**src/rtl/risc_core_pkg.sv**
```systemverilog
// Shared constants for the risc_core8 single-cycle CPU: widths, opcodes,
// ALU function codes and instruction field bit positions.
package risc_core_pkg;

  localparam int unsigned DATA_W   = 8;
  localparam int unsigned ADDR_W   = 8;
  localparam int unsigned INSTR_W  = 16;
  localparam int unsigned NUM_REGS = 4;
  localparam int unsigned REG_IDX_W = 2;

  localparam logic [3:0] OP_RTYPE = 4'h0;
  localparam logic [3:0] OP_ADDI  = 4'h1;
  localparam logic [3:0] OP_LW    = 4'h2;
  localparam logic [3:0] OP_SW    = 4'h3;
  localparam logic [3:0] OP_BEQ   = 4'h4;
  localparam logic [3:0] OP_JMP   = 4'h5;

  localparam logic [1:0] F_ADD = 2'd0;
  localparam logic [1:0] F_SUB = 2'd1;
  localparam logic [1:0] F_AND = 2'd2;
  localparam logic [1:0] F_OR  = 2'd3;

  // I-type fields
  localparam int unsigned OP_HI   = 15;
  localparam int unsigned OP_LO   = 12;
  localparam int unsigned RS_I_HI = 11;
  localparam int unsigned RS_I_LO = 10;
  localparam int unsigned RT_I_HI = 9;
  localparam int unsigned RT_I_LO = 8;
  localparam int unsigned IMM_HI  = 7;
  localparam int unsigned IMM_LO  = 0;

  // R-type fields
  localparam int unsigned RS_R_HI = 7;
  localparam int unsigned RS_R_LO = 6;
  localparam int unsigned RT_R_HI = 5;
  localparam int unsigned RT_R_LO = 4;
  localparam int unsigned RD_R_HI = 3;
  localparam int unsigned RD_R_LO = 2;
  localparam int unsigned FN_HI   = 1;
  localparam int unsigned FN_LO   = 0;

endpackage

```
**src/rtl/risc_alu.sv**
```systemverilog
// Combinational 8-bit ALU: add, subtract, and, or (all modulo 256).
module risc_alu
  import risc_core_pkg::*;
(
  input  logic [7:0] a,
  input  logic [7:0] b,
  input  logic [1:0] op,
  output logic [7:0] y
);

  always_comb begin
    y = '0;
    case (op)
      F_ADD:   y = a + b;
      F_SUB:   y = a - b;
      F_AND:   y = a & b;
      F_OR:    y = a | b;
      default: y = '0;
    endcase
  end

endmodule

```
**src/rtl/risc_core8.sv**
```systemverilog
// Single-cycle 8-bit Harvard RISC core: one instruction retires per clock,
// register file and PC live here so they can be probed hierarchically.
module risc_core8
  import risc_core_pkg::*;
(
  input  logic        clk,
  input  logic        reset,
  output logic [7:0]  instr_addr,
  input  logic [15:0] instr_data,
  output logic [7:0]  data_addr,
  output logic        data_write,
  output logic [7:0]  data_out,
  input  logic [7:0]  data_in
);

  logic [ADDR_W-1:0] pc;
  logic [DATA_W-1:0] register_file [NUM_REGS];

  logic [3:0]           op;
  logic [REG_IDX_W-1:0] rs_i, rt_i, rs_r, rt_r, rd_r;
  logic [1:0]           funct;
  logic [DATA_W-1:0]    imm;

  assign op    = instr_data[OP_HI:OP_LO];
  assign rs_i  = instr_data[RS_I_HI:RS_I_LO];
  assign rt_i  = instr_data[RT_I_HI:RT_I_LO];
  assign imm   = instr_data[IMM_HI:IMM_LO];
  assign rs_r  = instr_data[RS_R_HI:RS_R_LO];
  assign rt_r  = instr_data[RT_R_HI:RT_R_LO];
  assign rd_r  = instr_data[RD_R_HI:RD_R_LO];
  assign funct = instr_data[FN_HI:FN_LO];

  // R0 is hard-wired to zero on every read port
  logic [DATA_W-1:0] rs_i_val, rt_i_val, rs_r_val, rt_r_val;
  assign rs_i_val = (rs_i == '0) ? '0 : register_file[rs_i];
  assign rt_i_val = (rt_i == '0) ? '0 : register_file[rt_i];
  assign rs_r_val = (rs_r == '0) ? '0 : register_file[rs_r];
  assign rt_r_val = (rt_r == '0) ? '0 : register_file[rt_r];

  // One ALU serves R-type ops and the base+imm sum for ADDI/LW/SW
  logic              is_rtype;
  logic [DATA_W-1:0] alu_a, alu_b, alu_y;
  logic [1:0]        alu_op;

  assign is_rtype = (op == OP_RTYPE);
  assign alu_a    = is_rtype ? rs_r_val : rs_i_val;
  assign alu_b    = is_rtype ? rt_r_val : imm;
  assign alu_op   = is_rtype ? funct : F_ADD;

  risc_alu u_alu (
    .a  (alu_a),
    .b  (alu_b),
    .op (alu_op),
    .y  (alu_y)
  );

  assign instr_addr = pc;
  assign data_addr  = alu_y;
  assign data_out   = rt_i_val;
  assign data_write = (op == OP_SW) && !reset;

  logic [ADDR_W-1:0]    pc_next;
  logic                 wr_en;
  logic [REG_IDX_W-1:0] wr_idx;
  logic [DATA_W-1:0]    wr_data;

  // Decode: next PC and register write-back
  always_comb begin
    pc_next = pc + ADDR_W'(1);
    wr_en   = 1'b0;
    wr_idx  = '0;
    wr_data = '0;
    case (op)
      OP_RTYPE: begin
        wr_en   = 1'b1;
        wr_idx  = rd_r;
        wr_data = alu_y;
      end
      OP_ADDI: begin
        wr_en   = 1'b1;
        wr_idx  = rt_i;
        wr_data = alu_y;
      end
      OP_LW: begin
        wr_en   = 1'b1;
        wr_idx  = rt_i;
        wr_data = data_in;
      end
      // Adding the 8-bit imm modulo 256 equals adding its sign extension
      OP_BEQ: if (rs_i_val == rt_i_val) pc_next = pc + ADDR_W'(1) + imm;
      OP_JMP: pc_next = imm;
      default: ;
    endcase
  end

  always_ff @(posedge clk) begin
    if (reset) begin
      pc <= '0;
      for (int i = 0; i < NUM_REGS; i++) register_file[i] <= '0;
    end else begin
      pc <= pc_next;
      if (wr_en && (wr_idx != '0)) register_file[wr_idx] <= wr_data;
    end
  end

endmodule

```
**config.mk**
```make
export PLATFORM = sky130hd
export DESIGN_NAME = risc_core8
export DESIGN_NICKNAME = d
export VERILOG_FILES = /design/src/rtl/risc_core_pkg.sv /design/src/rtl/risc_alu.sv /design/src/rtl/risc_core8.sv
export SDC_FILE = /design/constraint.sdc
export NUM_CORES = 1
export LEC_CHECK = 0
export CORE_UTILIZATION = 55
export CTS_BUF_LIST = sky130_fd_sc_hd__clkbuf_4 sky130_fd_sc_hd__clkbuf_8
export CTS_CLUSTER_SIZE = 14
export DETAILED_ROUTE_END_ITERATION = 10
export GPL_ROUTABILITY_DRIVEN = 1
export PLACE_DENSITY = 0.8
export SKIP_CTS_REPAIR_TIMING = 1
export SLEW_MARGIN = 30
export SYNTH_ARGS = -nofsm -noshare
export SYNTH_HDL_FRONTEND = slang
export SYNTH_SLANG_ARGS = --single-unit
```
**constraint.sdc**
```tcl
create_clock -name clk -period 6.6 [get_ports clk]
set_clock_uncertainty 0.15 [all_clocks]
set_input_delay 0.99 -clock clk [delete_from_list [all_inputs] [get_ports clk]]
set_output_delay 0.99 -clock clk [all_outputs]
set_load 0.02 [all_outputs]
```
==> reports/results.ini <==
[power]
p_int_w=0.000467
p_sw_w=0.000275
p_seq_frac=0.343
peakVddDrop_mv=0.146
power_frac_comb=0.447
power_density_nw_per_um2=162
sw_frac_of_total=0.371
p_leak_nw=1.80
clkPwrFrac=0.210
p_total_w=0.000742

[clock_tree]
cts_buffer_depth=2
cts_max_level=2
numCtsBuffers=5
clockRootBuffer=clkbuf_8
cts_tree=built
cts_sinks=34
clk_latency_ps=290
clk_pin_slew_ps=70

[synthesis]
ys_types=63
synth_cells=456
synthesis.area_um2=3890
synth_ff_type=edfxtp_1
yosysWarnings=0
synth_seq_cells=34
synth-edff-count=26
postSynth.asyncResetShare=0
seq_area_frac_synth=0.242
syn_avg_cell_area_um2=8.53

[finish]
areaGrowthSynthToFinish_pct=17.8
layout-drive-gt1-share=0.119
fillCellCount=564
num_antenna_cells=0
final_nets=549

[floorplanning]
die_y_um=86.1
num_rows=30
pin_count=51
dieArea_um2=7410
core_um2=6830
die_x_um=86.1
initial_utilization=0.570

[worst_setup_path]
required_ps=5460
end_kind=output pin
worstPathArrival_ps=5130
path_class=input port to output pin
worstReg2RegStart=register_file[2][1]
ff2ff_setup_slack_ps=2850
cp_max_fo=4
startpoint_type=input port
reg2reg_to=register_file[1][5]
r2r_cells=14
startpoint=instr_data[13]

[routing]
drt-total-wl_um=11200
routed_via_density=6.41
drtIter0Drc=414
drt_first_pass_iters=5
vias=3847
ant_nets=0
drc_errors=0
post_drt_wl_per_cell_um=18.7

[place]
post-dp-hpwl_um=8860
place.port_buffers=50
place.gp.congestion=0.961

[grt]
grt_pass1_wl_um=17600
antenna_found_initial=0
gr-total-overflow=0
track_usage=0.309
grt_max_degree=24
grt_pass1_vias=3533

[sta]
fmax_mhz=159
hold_viol=0
rsz0062_at_grt=false
tightest_slew_ps=913
setup_viol=0
tns_ps=0
period_minus_slack_ps=6270
drv_slew=0
maxSlewHeadroom=0.390
fin_crit_sh=0.951

[worst_hold_path]
hold-path-endpoint=instr_addr[0]
worst_hold_path_type=register to register
min-delay-start=instr_addr[0]
whs_path_depth=2

[run]
cap_violations=0

[run_status]
status=finished clean

==> kinds of logic after synthesis <==
family,after synthesis,share of synthesized area
flops,34,0.242
xor+xnor,26,0.0585
mux,43,0.125
other cells,1,0.000964
simple gates,153,0.205
compound gates,130,0.229
buf+inv,43,0.0563
fa+ha+maj,26,0.0836
==> area by class of cell <==
class,instances,area [um2],share of cell area
clock buffer,6,76.3,0.0166
clock inverter,2,8.76,0.00191
inverter,14,52.6,0.0115
multi-input combinational,380,2750,0.600
sequential,34,941,0.205
tap,96,120,0.0262
timing repair buffer,68,636,0.139
==> placed cells by master, fill, tap and decap left out, types with 8 or more instances in the layout <==
master           instances
clkdlybuf4s50_1         50
nor3_1                  11
xnor2_1                 12
a22o_1                  24
mux2_2                  23
ha_1                    18
inv_1                   12
edfxtp_1                26
buf_4                   18
nor2b_1                 10
o21ai_0                 23
nand3_1                 18
mux2i_1                 14
nand2_1                 29
a21oi_1                 25
a22oi_1                  9
dfxtp_1                  8
nor2_1                  43
xor2_1                  14
==> metal layers <==
metal | global-route usage | part of all wire
met4 | 0.0970 | 0.018
met5 | 0 | 0
met1 | 0.400 | 0.40
met3 | 0.0587 | 0.090
met2 | 0.519 | 0.49
==> power by group through the flow <==
| stage | clock, W | combinational, W | sequential, W |
|---|---|---|---|
| finish | 0.000156 | 0.000332 | 0.000254 |
| global route | 0.000167 | 0.000356 | 0.000255 |
| CTS | 0.000157 | 0.000323 | 0.000254 |
| detailed placement | 0 | 0.000320 | 0.000258 |
| global placement | 0 | 0.000315 | 0.000257 |
| floorplan | 0 | 0.000206 | 0.000257 |
==> worst max-delay path, stage by stage <==
cell,delay [ps]
clkdlybuf4s50_1,440
or4_1,620
nor2_1,140
a22o_1,190
inv_1,80
ha_1,290
a21o_1,190
inv_1,60
ha_1,210
nor2b_1,120
o21ai_0,190
a21boi_0,150
o21a_1,210
or3_1,360
a31oi_4,300
inv_1,70
clkdlybuf4s50_1,540
==> flip-flops by register name, indices dropped and copies added (netlist names) <==
register       count
register_file     26
instr_addr         8
==> synthesized netlist by cell type, types with 8 or more instances <==
library cell | number | area [um2]
nor2_1 | 43 | 161
nand2_1 | 29 | 109
edfxtp_1 | 26 | 781
a21oi_1 | 25 | 125
a22o_1 | 24 | 210
mux2_2 | 23 | 259
o21ai_0 | 23 | 115
ha_1 | 18 | 225
nand3_1 | 18 | 90.1
mux2i_1 | 14 | 140
xor2_1 | 14 | 123
clkbuf_1 | 13 | 48.8
inv_1 | 12 | 45.0
xnor2_1 | 12 | 105
nor3_1 | 11 | 55.1
nor2b_1 | 10 | 62.6
a22oi_1 | 9 | 67.6
a31oi_1 | 8 | 50.1
dfxtp_1 | 8 | 160
==> worst max path at each step <==
stage / end / slack [ps] / cells past startpoint
2_1_floorplan: data_addr[5] / 980 / 18
3_3_place_gp: data_addr[5] / 340 / 17
3_5_place_dp: data_addr[5] / 190 / 17
4_1_cts: data_addr[5] / 190 / 17
5_1_grt: data_addr[5] / 20 / 17
6_report: data_addr[5] / 330 / 17
==> per-stage QoR <==
stage               cell area, um2  instances  utilization  setup WS, ps  hold slack [ps]
finish                        4580        600        0.671           326              541
detailed placement            4480        592        0.656           189              542
CTS                           4570        600        0.669           185              551
floorplan                     3890        457            -           983              576
global route                  4580        600        0.671          23.3              590
global placement              4480        592        0.656           337              522
Power figures use the tool's default switching activity.
